--- config.mk ---
export PLATFORM = sky130hd
export DESIGN_NAME = accumulate_dump_block
export DESIGN_NICKNAME = d
export VERILOG_FILES = /design/src/rtl/dsp_pkg.sv /design/src/rtl/accumulate_dump_block_sat_add.sv /design/src/rtl/accumulate_dump_block.sv
export SDC_FILE = /design/constraint.sdc
export NUM_CORES = 1
export LEC_CHECK = 0
export BUFFER_PORTS_ARGS = -buffer_cell sky130_fd_sc_hd__buf_2
export CAP_MARGIN = 10
export CORE_ASPECT_RATIO = 1.5
export CORE_MARGIN = 2
export CORE_UTILIZATION = 57
export CTS_CLUSTER_DIAMETER = 50
export DETAILED_ROUTE_END_ITERATION = 7
export PLACE_DENSITY = 0.76
export SETUP_SLACK_MARGIN = 0.2
export SYNTH_ARGS = -nofsm -noshare
export SYNTH_HDL_FRONTEND = slang
export SYNTH_SLANG_ARGS = --single-unit
--- constraint.sdc ---
create_clock -name ip_clock -period 2.9 [get_ports ip_clock]
set_clock_uncertainty 0.05 [all_clocks]
set_input_delay 0.58 -clock ip_clock [delete_from_list [all_inputs] [get_ports ip_clock]]
set_output_delay 0.58 -clock ip_clock [all_outputs]
set_load 0.03 [all_outputs]
--- src/rtl/dsp_pkg.sv ---
// Shared definitions for the windowed accumulate-and-dump path.
//   state_t    : accumulator FSM states (IDLE / ACCUM / HOLD)
//   DATA_W_DEF : default product sample width
//   WINDOW_DEF : default samples per window
//   ACC_W_DEF  : default accumulator / result width
package dsp_pkg;

    typedef enum logic [1:0] {
        IDLE  = 2'd0,
        ACCUM = 2'd1,
        HOLD  = 2'd2
    } state_t;

    localparam int DATA_W_DEF = 12;
    localparam int WINDOW_DEF = 16;
    localparam int ACC_W_DEF  = 16;

endpackage

--- src/rtl/accumulate_dump_block_sat_add.sv ---
// sat_add: combinational ACC_W-bit signed adder for the window accumulator.
// Optional macro ACCUM_SAT_EN: when defined, results clamp to the signed
// range and o_ovf flags the clamp; otherwise the sum wraps and o_ovf is 0.
//   i_a, i_b : signed addends
//   o_sum    : signed result (clamped or wrapped)
//   o_ovf    : a clamp happened on this addition
module sat_add
    import dsp_pkg::*;
#(
    parameter int ACC_W = ACC_W_DEF
) (
    input  logic signed [ACC_W-1:0] i_a,
    input  logic signed [ACC_W-1:0] i_b,
    output logic signed [ACC_W-1:0] o_sum,
    output logic                    o_ovf
);

    logic signed [ACC_W-1:0] w_raw;

    assign w_raw = i_a + i_b;

`ifdef ACCUM_SAT_EN
    logic w_ovf;

    // Overflow only when both addends share a sign and the result does not.
    assign w_ovf = (i_a[ACC_W-1] == i_b[ACC_W-1]) && (w_raw[ACC_W-1] != i_a[ACC_W-1]);
    assign o_sum = !w_ovf        ? w_raw :
                   i_a[ACC_W-1]  ? {1'b1, {(ACC_W-1){1'b0}}} :
                                   {1'b0, {(ACC_W-1){1'b1}}};
    assign o_ovf = w_ovf;
`else
    assign o_sum = w_raw;
    assign o_ovf = 1'b0;
`endif

endmodule

--- src/rtl/accumulate_dump_block.sv ---
// accumulate_dump_block: sums WINDOW valid product samples into a signed
// ACC_W accumulator and presents the total with a valid/ready handshake.
// The sample arriving on the handshake cycle opens the next window.
// Optional macro ACCUM_SAT_EN (inside sat_add): saturating additions and op_sat.
//   ip_clock : clock, posedge
//   ip_reset : asynchronous active-low reset
//   ip_data  : signed product sample
//   ip_valid : ip_data is a new sample
//   ip_clear : synchronous abort of the window, clears sticky flags
//   ip_ready : downstream accepts op_data
//   op_data  : registered window sum
//   op_valid : op_data holds a completed sum
//   op_busy  : window partially accumulated
//   op_drop  : sticky, sample arrived while result stalled
//   op_sat   : sticky, saturation occurred
module accumulate_dump_block
    import dsp_pkg::*;
#(
    parameter int DATA_W = DATA_W_DEF,
    parameter int WINDOW = WINDOW_DEF,
    parameter int ACC_W  = ACC_W_DEF
) (
    input  logic                     ip_clock,
    input  logic                     ip_reset,
    input  logic signed [DATA_W-1:0] ip_data,
    input  logic                     ip_valid,
    input  logic                     ip_clear,
    input  logic                     ip_ready,
    output logic signed [ACC_W-1:0]  op_data,
    output logic                     op_valid,
    output logic                     op_busy,
    output logic                     op_drop,
    output logic                     op_sat
);

    localparam int CNT_W = $clog2(WINDOW + 1);
    localparam logic [CNT_W-1:0] LAST = CNT_W'(WINDOW - 1);

    state_t                  r_state, w_state_nxt;
    logic signed [ACC_W-1:0] r_acc,   w_acc_nxt;
    logic [CNT_W-1:0]        r_cnt,   w_cnt_nxt;
    logic signed [ACC_W-1:0] r_data,  w_data_nxt;
    logic                    r_valid, w_valid_nxt;
    logic                    r_drop,  w_drop_nxt;
    logic                    r_sat,   w_sat_nxt;

    logic signed [ACC_W-1:0] w_ext;
    logic signed [ACC_W-1:0] w_sum;
    logic                    w_ovf;

    assign w_ext = ACC_W'(ip_data);

    sat_add #(.ACC_W(ACC_W)) u_sat_add (
        .i_a   (r_acc),
        .i_b   (w_ext),
        .o_sum (w_sum),
        .o_ovf (w_ovf)
    );

    always_ff @(posedge ip_clock or negedge ip_reset) begin
        if (!ip_reset) begin
            r_state <= IDLE;
            r_acc   <= '0;
            r_cnt   <= '0;
            r_data  <= '0;
            r_valid <= 1'b0;
            r_drop  <= 1'b0;
            r_sat   <= 1'b0;
        end else begin
            r_state <= w_state_nxt;
            r_acc   <= w_acc_nxt;
            r_cnt   <= w_cnt_nxt;
            r_data  <= w_data_nxt;
            r_valid <= w_valid_nxt;
            r_drop  <= w_drop_nxt;
            r_sat   <= w_sat_nxt;
        end
    end

    always_comb begin
        w_state_nxt = r_state;
        w_acc_nxt   = r_acc;
        w_cnt_nxt   = r_cnt;
        w_data_nxt  = r_data;
        w_valid_nxt = r_valid;
        w_drop_nxt  = r_drop;
        w_sat_nxt   = r_sat;
        if (ip_clear) begin
            w_state_nxt = IDLE;
            w_acc_nxt   = '0;
            w_cnt_nxt   = '0;
            w_valid_nxt = 1'b0;
            w_drop_nxt  = 1'b0;
            w_sat_nxt   = 1'b0;
        end else begin
            case (r_state)
                IDLE: begin
                    if (ip_valid) begin
                        w_acc_nxt   = w_ext;
                        w_cnt_nxt   = CNT_W'(1);
                        w_state_nxt = ACCUM;
                    end
                end
                ACCUM: begin
                    if (ip_valid) begin
                        w_acc_nxt = w_sum;
                        w_cnt_nxt = r_cnt + 1'b1;
                        w_sat_nxt = r_sat | w_ovf;
                        if (r_cnt == LAST) begin
                            w_data_nxt  = w_sum;
                            w_valid_nxt = 1'b1;
                            w_state_nxt = HOLD;
                        end
                    end
                end
                HOLD: begin
                    if (ip_ready) begin
                        w_valid_nxt = 1'b0;
                        if (ip_valid) begin
                            w_acc_nxt   = w_ext;
                            w_cnt_nxt   = CNT_W'(1);
                            w_state_nxt = ACCUM;
                        end else begin
                            w_cnt_nxt   = '0;
                            w_state_nxt = IDLE;
                        end
                    end else if (ip_valid) begin
                        w_drop_nxt = 1'b1;
                    end
                end
                default: begin
                    w_state_nxt = IDLE;
                end
            endcase
        end
    end

    assign op_data  = r_data;
    assign op_valid = r_valid;
    assign op_busy  = (r_state == ACCUM);
    assign op_drop  = r_drop;
    assign op_sat   = r_sat;

endmodule
; ---- Yosys cells after proc, flatten, opt, wreduce, memory -nomap -nowiden
; Index checks and enable logic that the tools add are counted.
[totals]
out_inout_bits = 20
input_bits = 17
elab_cells = 55
reg_bits = 41
[op_classes]
n_reduce_logical = 11
n_bitwise = 1
n_eq_ne = 8
add_sub_neg = 2
mux = 27
[ops]
columns = operator, count
row1 = $mux 16, 4
row2 = $pmux 16 s3, 1
row3 = $mux 5, 4
row4 = $add 16x12->16, 1
row5 = $reduce_and 4->1, 4
row6 = $pmux 5 s3, 1
row7 = $mux 1, 10
row8 = $mux 2, 5
row9 = $ne 3x3->1 const B, 3
row10 = $pmux 2 s3, 1
row11 = $reduce_and 3->1, 2
row12 = $add 5x1->5 const B, 1
row13 = $eq 5x4->1 const B, 1
row14 = $reduce_bool 2->1, 2
row15 = $reduce_bool 4->1, 1
row16 = $ne 3x2->1 const B, 1
row17 = $reduce_bool 3->1, 1
row18 = $eq 2x1->1 const B, 1
row19 = $eq 2x2->1 const B, 1
row20 = $logic_not 2->1, 1
row21 = $ne 2x2->1 const B, 1
row22 = $pmux 1 s2, 1
row23 = $not 1->1, 1

; ---- Logic depth before layout (Yosys ltp)
; Gate-level depths: netlist of the first run.
[logic_depth]
word_depth = 5
ltp_mapped = 9
ltp_nobuf = 9

; ---- Modules after synthesis
; A second synthesis of the first run with hierarchy kept.
[hier_totals]
hier_cells = 274
hier_area_um2 = 2781.4
[by_module_without_submodules]
columns = mod, instances, cells_per_inst, area_per_inst_um2, seq_area_each_um2
row1 = accumulate_dump_block, 1, 174, 2045.7, 1051.0
row2 = sat_add, 1, 100, 735.7, 0.0

; ---- Worst setup path after synthesis of the first run
; OpenSTA, ideal clock, no wires.
[synth_path]
path_kind = input to register
startpoint = in ip_data[0]
endpoint = reg r_acc[14]
stages = 9
path_slack_ns = 0.259
arrival_ns = 2.465
setup_time_ns = 0.126
path_buffers = 0
required_time_ns = 2.724
path_cell_list = ha_1 > fa_1 > a21oi_1 > o211ai_1 > a31oi_1 > o21ai_0 > a21o_1 > xnor2_1 > a221o_1
[synth_between]
elab_chain_cells = 4
[synth_lines]
columns = element, line
row1 = from (decl), accumulate_dump_block.sv:25  ; input logic signed [DATA_W-1:0] ip_data,
row2 = $add 16x12->16, accumulate_dump_block_sat_add.sv:20  ; assign w_raw = i_a + i_b;
row3 = $mux 16, accumulate_dump_block.sv:105  ; if (ip_valid) begin
row4 = $pmux 16 s3, accumulate_dump_block.sv:96  ; case (r_state)
row5 = $mux 16, accumulate_dump_block.sv:88  ; if (ip_clear) begin
row6 = to (signal assigned), accumulate_dump_block.sv:71  ; r_acc <= w_acc_nxt;
row7 = to (decl), accumulate_dump_block.sv:40  ; logic signed [ACC_W-1:0] r_acc, w_acc_nxt;
; Every way passes these cells. The select of a mux whose other input is x is not followed.
; A chain may end at the register's enable or synchronous reset.

; ---- Worst setup path in the final report of the first run
[layout_path]
startpoint = reg r_acc[8]
endpoint = reg r_data[15] (netlist: op_data[15])
[layout_between]
elab_chain_cells = 1
[layout_lines]
columns = element, line
row1 = $add 16x12->16, accumulate_dump_block_sat_add.sv:20
row2 = to (signal assigned), accumulate_dump_block.sv:73  ; r_data <= w_data_nxt;
row3 = to (decl), accumulate_dump_block.sv:42  ; logic signed [ACC_W-1:0] r_data, w_data_nxt;
; Every way passes these cells.

==> run_results.csv, run 1 <==
group,metric,value,unit
run_status,status,"completed",
placement,place_area,2779,sq um
yosys,synth_cell_types,44,
clocking,cts_root_buf,"clkbuf_8",
yosys,syn_avg_cell_area,9.047,sq um
setup_path,arrival,2700,ps
layout,stdcell_area,2899,sq um
detailed_routing,viasPerCell,5.831,
layout,final_util,68.29,%
detailed_routing,drt_iter0_drc,86,
clocking,cts_tree,"done",
layout,finalNonFillerCells,367,
placement,port_buffers,35,
power_and_ir_drop,peakVddDrop,0.0005813,V
global_routing,grt_max_degree,42,
yosys,ys_seq_elements,41,
detailed_routing,ant_nets,0,
yosys,synth_area,2506,sq um
timing,finalSetupTns,0,ps
timing,max_freq,387.5,MHz
yosys,ys_async_sr_fraction,100.0,%
placement,hpwl,4.131,mm
global_routing,grt_pass1_wl,9.666,mm
detailed_routing,drc_errors,0,
layout,fin_nets,359,
floorplan,dieArea,4954,sq um
layout,register_area,1026,sq um
yosys,ys.flop_type,"dfrtp_1",
floorplan,fp.dieH,85.21,um
power_and_ir_drop,power,2.088,mW
timing,rsz0062_at_grt,"yes",
clocking,cts.sinks,41,
global_routing,grt-ovfl-total,0,
timing,worstMarginPinSlew,912.7,ps
clocking,insertion_delay,300,ps
timing,hold_viol,0,
placement,pre_cts_ws,43.83,ps
detailed_routing,wl_per_cell,15.20,um
detailed_routing,route.vias.total,2140,
layout,area_growth,15.68,%
layout,drive_gt1_share,19.31,%
placement,finalWeightedCongestion,0.8769,
yosys,synth_edf_count,0,
floorplan,boundaryPins,37,
floorplan,fp.coreArea,4245,sq um
clocking,htreeDepth,2,
detailed_routing,routed_wirelength,5.577,mm
power_and_ir_drop,power.leakage,1.461,nW
timing,setup_violations,0,
global_routing,grt_usage,25.05,%
layout,diodes,0,
yosys,syn_inst,277,
timing,period_minus_slack,2581,ps
timing,finalCritPeriodShare,88.99,%
power_and_ir_drop,power_density,720.2,nW/um^2
global_routing,grt_pass1_vias,2214,
timing,slew_violations,0,
min_path,hold_class,"primary input to asynchronous set/reset pin",
clocking,clkTransAtPathRegs,80,ps
setup_path,start_kind,"flop",
yosys,syn_nets,316,
layout,multiInputGateArea,1404,sq um
placement,dp_cells,359,
global_routing,grt_antenna_before_repair,0,
job,cap_violations,0,
timing,final.setup.worst_slack,319.3,ps
setup_path,cp.required,3020,ps
setup_path,end_kind,"flop",
timing,relSlewSlack,39.15,%
yosys,ys_warn_count,0,
layout,fillCellCount,348,
floorplan,die_x,58.14,um
setup_path,crit_fanout,5,
clocking,holdBufCountCts,0,
floorplan,start_util,59.03,%
floorplan,std_cell_rows,29,
setup_path,worstSetupPathType,"flop to flop",
detailed_routing,drt_pass1_iterations,4,
timing,hold_slack,360.9,ps
clocking,clk_path_buf_depth,2,
clocking,cts_buffers,5,
yosys,ys_seq_area_share,40.94,%
[synth_stat cells, types with 2 or more instances]
cell	n	area share, %
dfrtp_1	41	41
nor3_1	3	0.60
a31oi_1	3	0.75
o211ai_1	3	0.90
ha_1	21	10
and3_1	3	0.75
a221o_1	3	1.2
o21ai_0	31	6.2
xnor2_1	6	2.1
clkbuf_1	8	1.2
mux2i_1	2	0.80
nand3_1	7	1.4
nor2_1	16	2.4
o21bai_1	2	0.60
a211oi_1	2	0.60
nand2_1	44	6.6
mux2_2	5	2.2
nand2b_1	3	0.75
xor2_1	7	2.4
and2_1	2	0.50
a21o_1	5	1.5
a21oi_1	24	4.8
o31ai_1	5	1.5
o21a_1	3	0.90
inv_1	9	1.3
[cell families after synthesis]
logic type | Yosys count | synth area share (%)
compound gates | 90 | 22.12
xor+xnor | 13 | 4.543
fa+ha+maj | 22 | 11.28
buf+inv | 20 | 3.195
simple gates | 83 | 14.73
flops | 41 | 40.94
other cells | 1 | 0.1496
mux | 7 | 3.045
[worst paths after layout]
path	start	endpoint	slack, ps	cells after the start
hold / removal	ip_reset	op_data[3]	360	1
min in group ip_clock	op_data[8]	op_data[8]	420	2
max in group asynchronous	ip_reset	op_data[14]	1870	1
setup / recovery	r_acc[8]	op_data[15]	320	7
setup reg to reg	r_acc[8]	op_data[15]	320	7
hold reg to reg	op_data[8]	op_data[8]	420	2
[layout make-up]
| class | instances | area share [%] |
|---|---|---|
| Multi-Input combinational cell | 216 | 48.42 |
| Inverter | 10 | 1.295 |
| Tap cell | 46 | 1.985 |
| Clock buffer | 7 | 2.978 |
| Clock inverter | 1 | 1.036 |
| Timing Repair Buffer | 46 | 8.891 |
| Sequential cell | 41 | 35.39 |
[critical path, cell delays in order (launching register included)]
cell,delay (ps)
dfrtp_1,410
ha_1,370
nand2_1,110
or4_4,530
o211a_1,240
a311oi_2,360
xor2_1,280
o21ai_0,110
[timing repair]
item / 4_1_cts / 5_1_grt
setup buffers: 0 / 0
hold endpoints to repair: 0 / 0
resized for setup: 0 / 1
endpoints found under the setup margin: 0 / 2
[flip-flops by register name, indices dropped and copies added (netlist names)]
register / count
op_data: 16
r_state: 2
r_acc: 16
r_cnt: 5
op_drop: 1
op_valid: 1
[routing by layer]
metal  GRT usage, %  share of wire [%]
met1          27.74                 40
met2          45.35                 53
met3          4.573                4.5
met4          10.99                2.1
met5              0                  0
[report_power, final]
part	leakage (nW)	switching, mW	internal [mW]
Sequential	0.555	0.0595	0.647
Combinational	0.848	0.523	0.372
Clock	0.0585	0.205	0.281
Total	1.46	0.788	1.30
[cells in the final DEF (no fill, tap or decap), types with 7 or more instances in the layout]
cell,Yosys,layout
inv_1,9,9
ha_1,21,21
nor2_1,16,16
buf_2,1,35
nand2_1,44,44
xor2_1,7,7
o21ai_0,31,31
buf_4,1,11
a21oi_1,24,23
nand3_1,7,7
dfrtp_1,41,41
Power figures use the tool's default switching activity.
==> run 2: changes to the inputs <==
--- a/config.mk
+++ b/config.mk
@@ -5,11 +5,12 @@
 export SDC_FILE = /design/constraint.sdc
 export NUM_CORES = 1
 export LEC_CHECK = 0
+export ABC_AREA = 1
 export BUFFER_PORTS_ARGS = -buffer_cell sky130_fd_sc_hd__buf_2
 export CAP_MARGIN = 10
 export CORE_ASPECT_RATIO = 1.5
 export CORE_MARGIN = 2
-export CORE_UTILIZATION = 57
+export CORE_UTILIZATION = 58
 export CTS_CLUSTER_DIAMETER = 50
 export DETAILED_ROUTE_END_ITERATION = 7
 export PLACE_DENSITY = 0.76
==> run 2 against run 1 <==
  * Worst hold slack about the same
  * Flip-flop and latch count unchanged
  * Sequential share of layout area down 3.1 points
  * Clock-buffer cell count unchanged
  * Cell count up 34%
  * Fmax up 8.8%
==> run_results.csv, run 2 <==
group,metric,value,unit
run_status,status,"completed",
setup_path,crit_path_start,"r_state[1]",
setup_path,worstSetupPathType,"flop to flop",
clocking,htreeDepth,2,
setup_path,worst_r2r_path_depth,12,
placement,pre_cts_ws,544.0,ps
floorplan,boundaryPins,37,
floorplan,dieArea,5532,sq um
global_routing,grt_pass1_wl,10.96,mm
layout,fillCellCount,443,
global_routing,grt-ovfl-total,0,
power_and_ir_drop,power_density,867.4,nW/um^2
layout,finalNonFillerCells,492,
setup_path,end_kind,"flop",
power_and_ir_drop,power.leakage,1.846,nW
min_path,hold_class,"primary input to asynchronous set/reset pin",
yosys,ys_seq_area_share,35.79,%
placement,port_buffers,35,
detailed_routing,wl_per_cell,12.81,um
detailed_routing,ant_nets,0,
setup_path,r2r-end,"op_valid",
setup_path,arrival,2510,ps
layout,layout.cells.most_common_list,"nand2_1, inv_1, dfrtp_1, buf_2, nand3_1",
floorplan,die_x,61.40,um
setup_path,path_cells,"inv_1 -> ha_1 -> inv_1 -> nor2_4 -> inv_1 -> or2_1 -> nand2_1 -> inv_1 -> nand2_1 -> nor2_1 -> o22ai_1 -> inv_1",
placement,hpwl,4.840,mm
yosys,ys.flop_type,"dfrtp_1",
job,cap_violations,0,
global_routing,grt_usage,26.09,%
clocking,cts_tree,"done",
floorplan,fp.dieH,90.10,um
yosys,syn_nets,428,
timing,rsz0062_at_grt,"no",
layout,diodes,0,
timing,slew_violations,0,
placement,finalWeightedCongestion,0.9084,
setup_path,rr_startpoint,"r_state[1]",
setup_path,critPathMostFrequentCell,"inv_1",
clocking,insertion_delay,290,ps
layout,final_util,66.08,%
clocking,cts.sinks,41,
clocking,holdBufCountCts,0,
yosys,synth_cell_types,36,
yosys,syn_avg_cell_area,7.369,sq um
yosys,syn_inst,389,
timing,relSlewSlack,39.97,%
timing,worstMarginPinSlew,900.5,ps
layout,multiInputGateArea,1618,sq um
timing,hold_viol,0,
timing,setup_violations,0,
detailed_routing,drc_errors,0,
detailed_routing,drt_pass1_iterations,4,
detailed_routing,routed_wirelength,6.301,mm
yosys,ys_async_sr_fraction,100.0,%
layout,final_common_cell,"nand2_1",
yosys,synth_edf_count,0,
yosys,ys_warn_count,0,
yosys,netlist.area_leader.share,35.79,%
timing,max_freq,421.7,MHz
yosys,synth_area,2866,sq um
clocking,cts_buffers,5,
setup_path,cp.required,3040,ps
setup_path,crit_fanout,15,
timing,finalCritPeriodShare,81.77,%
global_routing,grt_pass1_vias,2558,
detailed_routing,route.vias.total,2529,
timing,period_minus_slack,2371,ps
timing,final.setup.worst_slack,528.5,ps
power_and_ir_drop,peakVddDrop,0.0006377,V
floorplan,fp.coreArea,4810,sq um
setup_path,endpoint,"op_valid",
setup_path,max_stage_delay,420,ps
setup_path,rrSetupSlack,530,ps
global_routing,grt_antenna_before_repair,0,
yosys,yosys-top-cells-area,"dfrtp_1, nand2_1, ha_1, inv_1, nand3_1",
yosys,ys_seq_elements,41,
detailed_routing,drt_iter0_drc,99,
layout,drive_gt1_share,14.79,%
global_routing,grt_max_degree,42,
yosys,synthTopCellsByCount,"nand2_1, inv_1, dfrtp_1",
detailed_routing,viasPerCell,5.140,
yosys,synth_top_area_cell,"dfrtp_1",
clocking,clkTransAtPathRegs,80,ps
layout,fin_nets,465,
clocking,clk_path_buf_depth,2,
clocking,post_cts.repair.setup_buffers,0,
clocking,cts_root_buf,"clkbuf_8",
layout,register_area,1026,sq um
floorplan,start_util,59.60,%
layout,area_growth,10.87,%
floorplan,std_cell_rows,31,
yosys,synth_most_common_cell,"nand2_1",
layout,stdcell_area,3178,sq um
setup_path,start_kind,"flop",
placement,place_area,3092,sq um
clocking,post_cts_resized,0,
placement,dp_cells,485,
timing,finalSetupTns,0,ps
setup_path,critPathSlowestCell,"dfrtp_1",
[run 2: cell count changes after synthesis, moves of 4 or more]
cell / delta
a21o_1: -5
or2_1: +4
nand2_1: +102
xnor2_1: -4
a2bb2oi_1: +5
nand3_1: +19
o21ai_0: -24
o31ai_1: -5
inv_1: +36
clkbuf_1: -7
mux2_2: -5
[run 2: cells by family (layout without fill, tap and decap cells)]
family / after synthesis / in the layout / share of synthesized area (%)
xor gates and xnor gates: 8 / 8 / 2.444
DFF: 41 / 41 / 35.79
buffers and inverters: 53 / 90 / 7.769
and+or+nand+nor: 218 / 218 / 34.09
adders and majority gates: 22 / 22 / 9.865
other: 1 / 1 / 0.1308
AOI/OAI and AO/OA: 46 / 46 / 9.908
[run 2: worst min-delay path by stage]
stage | from | endpoint | slack (ps) | cells past startpoint
final | ip_reset | op_data[8] | 360 | 1
after global routing | ip_reset | r_acc[11] | 440 | 1
after CTS | ip_reset | op_data[5] | 390 | 1
after detailed placement | op_data[11] | op_data[11] | 410 | 2
after global placement | op_data[3] | op_data[3] | 410 | 2
after floorplan | ip_reset | op_data[0] | 230 | 0
[run 2: layout make-up]
cell class	count	share of cell area [%]
clock buffers	7	2.717
inverters	46	5.512
multi-input cells	295	50.91
flip-flops and latches	41	32.28
well taps	66	2.598
repair buffers	37	5.984
[run 2: metal layers]
metal / vias to the layer above / part of all wire [%] / GRT usage (%)
met2: 59 / 53 / 45.66
met3: 14 / 4.0 / 5.036
met4: 0 / 2.8 / 10.46
met1: 1141 / 40 / 29.56
met5: - / 0 / 0
li1: 1315 / - / -
[run 2: worst max-delay path: cells and delay by family (launching register included)]
kind	cells	cell delay [ps]
and+or+nand+nor	5	770
buffers and inverters	5	560
DFF	1	420
adders and majority gates	1	380
AOI/OAI and AO/OA	1	100
[run 2: report_power, final]
part	total, mW	switching [mW]	internal, mW
combinational	1.59	1.02	0.575
sequential	0.789	0.0883	0.701
clock	0.375	0.187	0.189
[run 2: per-stage QoR]
| stage | total power [mW] | hold WS [ps] |
|---|---|---|
| after floorplan | 2.057 | 234.4 |
| after global placement | 2.346 | 407.0 |
| after detailed placement | 2.382 | 409.9 |
| after CTS | 2.770 | 388.8 |
| after global routing | 3.040 | 436.0 |
| final | 2.757 | 360.7 |
